==> config.mk <==
export PLATFORM = sky130hd
export DESIGN_NAME = prog_loader
export DESIGN_NICKNAME = d
export VERILOG_FILES = /design/src/rtl/prog_loader.sv
export SDC_FILE = /design/constraint.sdc
export NUM_CORES = 1
export LEC_CHECK = 0
export BUFFER_PORTS_ARGS = -buffer_cell sky130_fd_sc_hd__buf_4
export CORE_ASPECT_RATIO = 0.5
export CORE_MARGIN = 3
export CORE_UTILIZATION = 50
export CTS_BUF_LIST = sky130_fd_sc_hd__clkbuf_8
export DETAILED_ROUTE_END_ITERATION = 16
export HOLD_SLACK_MARGIN = 0.03
export PLACE_DENSITY = 0.69
export SYNTH_ARGS = -nofsm -noshare
export SYNTH_HDL_FRONTEND = slang
export SYNTH_SLANG_ARGS = --single-unit
export TNS_END_PERCENT = 30
==> constraint.sdc <==
create_clock -name clk_i -period 10.15 [get_ports clk_i]
set_input_delay 2.5375 -clock clk_i [delete_from_list [all_inputs] [get_ports clk_i]]
set_output_delay 2.5375 -clock clk_i [all_outputs]
set_load 0.02 [all_outputs]
==> src/rtl/prog_loader.sv <==
// ---------------------------------------------------------------------------
// prog_loader
//   Program loader driven by a UART byte stream. It decodes framed commands
//   (SYNC, CMD, body), writes little-endian words into one of NUM_MEMS target
//   memories, answers each frame with one ACK/NAK byte, and holds the core in
//   reset until a RUN command arrives (HALT re-asserts it). An inter-byte
//   timeout abandons frames that stall.
//
// Ports
//   clk_i        clock
//   rst_i        asynchronous reset, active-high
//   rx_dv_i      one-cycle strobe, rx_byte_i valid
//   rx_byte_i    received byte
//   we_o         one-hot write strobe to the selected memory
//   addr_o       word address for we_o (held between writes)
//   wdata_o      write data for we_o (held between writes)
//   core_rst_no  0 = core held in reset
//   busy_o       frame in progress
//   err_o        sticky error, cleared by the next ACKed frame
//   ack_valid_o  one-cycle strobe, ack_byte_o valid
//   ack_byte_o   8'h06 ACK / 8'h15 NAK
// ---------------------------------------------------------------------------
module prog_loader #(
    parameter int          DATA_W    = 32,
    parameter int          ADDR_W    = 14,
    parameter int          NUM_MEMS  = 2,
    parameter logic [23:0] TIMEOUT   = 24'hFFFFFF,
    parameter logic [7:0]  SYNC_BYTE = 8'hA5
) (
    input  logic                clk_i,
    input  logic                rst_i,
    input  logic                rx_dv_i,
    input  logic [7:0]          rx_byte_i,
    output logic [NUM_MEMS-1:0] we_o,
    output logic [ADDR_W-1:0]   addr_o,
    output logic [DATA_W-1:0]   wdata_o,
    output logic                core_rst_no,
    output logic                busy_o,
    output logic                err_o,
    output logic                ack_valid_o,
    output logic [7:0]          ack_byte_o
);

    localparam int BPW   = DATA_W / 8;
    localparam int BCW   = (BPW > 1) ? $clog2(BPW) : 1;
    localparam int TGT_W = (NUM_MEMS > 1) ? $clog2(NUM_MEMS) : 1;

    localparam logic [7:0]          CMD_WRITE = 8'h01;
    localparam logic [7:0]          CMD_RUN   = 8'h02;
    localparam logic [7:0]          CMD_HALT  = 8'h03;
    localparam logic [7:0]          ACK       = 8'h06;
    localparam logic [7:0]          NAK       = 8'h15;
    localparam logic [7:0]          TGT_LIMIT = 8'(NUM_MEMS);
    localparam logic [BCW-1:0]      BCNT_LAST = BCW'(BPW - 1);
    localparam logic [NUM_MEMS-1:0] WE_ONE    = NUM_MEMS'(1);
    // Counter value one idle cycle before the limit is reached.
    localparam logic [23:0]         TMO_LAST  = TIMEOUT - 24'd1;

    typedef enum logic [3:0] {
        S_IDLE, S_CMD, S_TGT, S_AL, S_AH, S_LL, S_LH, S_DATA, S_CSUM
    } state_t;

    state_t            state_q;
    logic [TGT_W-1:0]  tgt_q;
    logic [ADDR_W-1:0] addr_q;     // address of the next word to write
    logic [7:0]        lo_q;       // low byte of ADDR / LEN while the high byte is awaited
    logic [15:0]       len_q;      // words still to receive
    logic [BCW-1:0]    bcnt_q;     // byte position inside the current word
    logic [DATA_W-1:0] word_q;
    logic [7:0]        csum_q;
    logic [23:0]       tmo_q;
    logic [DATA_W-1:0] word_d;

    // Bytes enter at the top and shift down, so the first byte ends in [7:0].
    assign word_d = (word_q >> 8) | (DATA_W'(rx_byte_i) << (DATA_W - 8));
    assign busy_o = (state_q != S_IDLE);

    // NOTE: all state and outputs update with non-blocking assignments so every
    // register in this block sees the pre-edge values of the others.
    always_ff @(posedge clk_i or posedge rst_i) begin
        if (rst_i) begin
            state_q     <= S_IDLE;
            tgt_q       <= '0;
            addr_q      <= '0;
            lo_q        <= '0;
            len_q       <= '0;
            bcnt_q      <= '0;
            word_q      <= '0;
            csum_q      <= '0;
            tmo_q       <= '0;
            we_o        <= '0;
            addr_o      <= '0;
            wdata_o     <= '0;
            core_rst_no <= 1'b0;
            err_o       <= 1'b0;
            ack_valid_o <= 1'b0;
            ack_byte_o  <= '0;
        end else begin
            we_o        <= '0;
            ack_valid_o <= 1'b0;
            if (rx_dv_i) begin
                // A byte in the same cycle as the limit wins over the timeout.
                tmo_q <= '0;
                case (state_q)
                    S_IDLE: if (rx_byte_i == SYNC_BYTE) state_q <= S_CMD;
                    S_CMD: begin
                        state_q <= S_IDLE;
                        case (rx_byte_i)
                            CMD_WRITE: state_q <= S_TGT;
                            CMD_RUN, CMD_HALT: begin
                                core_rst_no <= (rx_byte_i == CMD_RUN);
                                ack_valid_o <= 1'b1;
                                ack_byte_o  <= ACK;
                                err_o       <= 1'b0;
                            end
                            default: begin
                                ack_valid_o <= 1'b1;
                                ack_byte_o  <= NAK;
                                err_o       <= 1'b1;
                            end
                        endcase
                    end
                    S_TGT: begin
                        if (rx_byte_i >= TGT_LIMIT) begin
                            // Rest of the frame is dropped by IDLE until the next SYNC.
                            ack_valid_o <= 1'b1;
                            ack_byte_o  <= NAK;
                            err_o       <= 1'b1;
                            state_q     <= S_IDLE;
                        end else begin
                            tgt_q   <= TGT_W'(rx_byte_i);
                            state_q <= S_AL;
                        end
                    end
                    S_AL: begin
                        lo_q    <= rx_byte_i;
                        state_q <= S_AH;
                    end
                    S_AH: begin
                        addr_q  <= ADDR_W'({rx_byte_i, lo_q});
                        state_q <= S_LL;
                    end
                    S_LL: begin
                        lo_q    <= rx_byte_i;
                        state_q <= S_LH;
                    end
                    S_LH: begin
                        len_q   <= {rx_byte_i, lo_q};
                        csum_q  <= '0;
                        bcnt_q  <= '0;
                        state_q <= ({rx_byte_i, lo_q} == 16'd0) ? S_CSUM : S_DATA;
                    end
                    S_DATA: begin
                        csum_q <= csum_q ^ rx_byte_i;
                        word_q <= word_d;
                        if (bcnt_q == BCNT_LAST) begin
                            bcnt_q  <= '0;
                            we_o    <= WE_ONE << tgt_q;
                            addr_o  <= addr_q;
                            wdata_o <= word_d;
                            addr_q  <= addr_q + ADDR_W'(1);
                            len_q   <= len_q - 16'd1;
                            if (len_q == 16'd1) state_q <= S_CSUM;
                        end else begin
                            bcnt_q <= bcnt_q + BCW'(1);
                        end
                    end
                    S_CSUM: begin
                        ack_valid_o <= 1'b1;
                        ack_byte_o  <= (rx_byte_i == csum_q) ? ACK : NAK;
                        err_o       <= (rx_byte_i != csum_q);
                        state_q     <= S_IDLE;
                    end
                    default: state_q <= S_IDLE;
                endcase
            end else if (state_q == S_IDLE) begin
                tmo_q <= '0;
            end else if (TIMEOUT != 24'd0 && tmo_q == TMO_LAST) begin
                ack_valid_o <= 1'b1;
                ack_byte_o  <= NAK;
                err_o       <= 1'b1;
                state_q     <= S_IDLE;
                tmo_q       <= '0;
            end else begin
                tmo_q <= tmo_q + 24'd1;
            end
        end
    end

endmodule

==> impl_metrics.tcl <==
set metrics [dict create \
    layout_commonest_cell "dfrtp_1" \
    synth_top_area_share_pct 53.2 \
    fin_nets 748 \
    core-area_sq_um 13900 \
    ant_nets 0 \
    grt_pass1_vias 5116 \
    rsz0062_at_grt "false" \
    max_freq_mhz 219 \
    crit_path_max_incr_delay_ps 730 \
    cp_data_arrival_time_ps 2040 \
    worst_hold_path_type "flop to flop" \
    yosys-top-cells-area "dfrtp_1, mux2_2, nor2_1" \
    setup_viol 0 \
    synthFlopType "dfrtp_1" \
    place.gp.congestion 0.844 \
    area_delta_synth_final_pct 14.2 \
    post_cts_buffers 0 \
    clock_path_buffers 2 \
    die_area_sq_um 16000 \
    hold_buffers 0 \
    timing.final.crit_period_ps 4570 \
    grt_max_degree 90 \
    via_per_inst 5.70 \
    wirelength_mm 15.8 \
    fillers 1155 \
    dr.pass1.iters 4 \
    num_vias 5339 \
    layout_common_cells "dfrtp_1, mux2_2, buf_4, nor2_1, nand2_1" \
    drv_cap 0 \
    cp_data_required_time_ps 7610 \
    dp.cells 904 \
    die_h_um 91.1 \
    std_cell_rows 30 \
    cts_resized 0 \
    drtIter0Drc 429 \
    ys_warn_count 0 \
    clock-root-buffer "clkbuf_8" \
    status "completed" \
    antenna_found_initial 0 \
    grt_pass1_wl_mm 26.1 \
    slowest_stage "or4_1" \
    clk_latency_ps 450 \
    start_util_pct 52.3 \
    crit_path_end_kind "primary output" \
    crit_chain "or4_1 > buf_4" \
    layout-drive-gt1-share_pct 25.7 \
    yosys.area.top_type "dfrtp_1" \
    final-instance-count-excl-fill 936 \
    syn_area_sq_um 7240 \
    worst-path-max-fanout 22 \
    final-hold-violation-count 0 \
    grtUsageTotal_pct 20.2 \
    clkSinkCount 154 \
    ys_types 54 \
    grt_overflow 0 \
    clk_pin_slew_ps 100 \
    die_w_um 176 \
    vdd_drop_max_v 0.000104 \
    yosysSeqAreaShare_pct 53.2 \
    p_per_area_nw_per_um2 142 \
    setup_tns_ps 0 \
    dpl.hpwl_mm 10.4 \
    ys_ff_latch 154 \
    cp_num_buf_inv 1 \
    htreeDepth 4 \
    fin_skew_ps 14.1 \
    drc 0 \
    p_leak_nw 3.84 \
    worstMarginPinSlew_ps 1160 \
    wl_per_cell_um 16.9 \
    slew_headroom_pct 22.3 \
    synth.avg_cell_area_sq_um 10.6 \
    hold_slack_ps 444 \
    synth-edff-count 0 \
    critPathLaunchType "flop" \
    final_max_slew_viol_count 0 \
    n_antenna_cell 0 \
    path_class "flop to primary output" \
    cts_made_buffers 17 \
    cts_tree "done" \
    p_total_mw 1.17 \
    async_reset_ff_share_pct 100 \
    period_share_pct 45.1 \
    synth_cells 682 \
    port_buffers 66 \
    io_pins 71 \
    crit_family "simple AND/OR/NAND/NOR gates" \
]
## where the power goes
part           switching (mW)  total, mW  leakage, nW  internal (mW)
Combinational          0.0521     0.0800         1.50         0.0279
Clock                   0.274      0.462        0.203          0.188
Sequential            0.00960      0.630         2.14          0.620
## layer usage
metal	part of all wire [%]	up-vias	routed length, um	global-route usage, %
met5	0	-	0	0
met4	1.1	0	172	5.66
met3	5.4	14	854	4.43
met2	46	135	7200	30.9
met1	48	2648	7550	29.2
li1	-	2542	-	-
## registers in the layout, indices dropped and copies added, names as in the netlist, 2 cells and up
signal      cells
wdata_o        32
lo_q            8
csum_q          8
state_q         4
ack_byte_o      3
len_q          16
we_o            2
tmo_q          24
word_q         24
bcnt_q          2
addr_o         14
addr_q         14
## path summary, 6_finish.rpt
| kind | slack (ps) | cells past startpoint | endpoint | start |
|---|---|---|---|---|
| setup / recovery | 5580 | 2 | busy_o | state_q[0]$_DFFE_PP0P_ |
| hold / removal | 440 | 1 | we_o[0]$_DFF_PP0_ | tgt_q$_DFFE_PP0P_ |
| setup reg to reg | 7250 | 5 | wdata_o[17]$_DFFE_PP0P_ | state_q[0]$_DFFE_PP0P_ |
| hold reg to reg | 440 | 1 | we_o[0]$_DFF_PP0_ | tgt_q$_DFFE_PP0P_ |
| max in group asynchronous | 6580 | 3 | addr_q[2]$_DFFE_PP0P_ | rst_i |
| min in group asynchronous | 2240 | 2 | tmo_q[11]$_DFF_PP0_ | rst_i |
## cells in the mapped netlist, types with 7 or more instances
library cell,instances
dfrtp_1,154
o22ai_1,7
a21oi_1,38
xor2_1,13
mux2_2,75
o21ai_0,38
nand2_1,50
nor4_1,7
inv_1,11
clkbuf_1,37
nor3_1,24
nor2_1,63
a31oi_1,9
nand4_1,17
nor3b_1,9
xnor2_1,19
nor2b_1,8
nand3_1,20
## layout make-up
class | count | area [sq um] | share of cell area [%]
clock buffer | 17 | 234 | 2.83
clock inverter | 15 | 178 | 2.15
sequential | 154 | 3850 | 46.6
timing repair buffer | 72 | 541 | 6.54
tap | 192 | 240 | 2.91
multi-input combinational | 475 | 3170 | 38.4
inverter | 11 | 46.3 | 0.560
## logic make-up after synthesis
| logic type | after synthesis | synth area share, % |
|---|---|---|
| AND/OR/NAND/NOR | 228 | 15.9 |
| multiplexers | 75 | 11.7 |
| other | 1 | 0.0518 |
| buffers and inverters | 56 | 3.21 |
| adder cells (fa/ha/maj) | 6 | 1.04 |
| XOR/XNOR | 32 | 3.87 |
| flip-flops | 154 | 53.2 |
| AO/OA/AOI/OAI | 130 | 11.0 |
## stage by stage
step | setup WS [ps] | utilization [%] | instance area, sq um
6_report | 5580 | 59.7 | 8270
5_1_grt | 5510 | 59.7 | 8270
4_1_cts | 5590 | 59.7 | 8270
3_5_place_dp | 5440 | 56.7 | 7860
3_3_place_gp | 5470 | 56.7 | 7860
2_1_floorplan | 3460 | - | 7250
(Power assumes the default switching activity.)
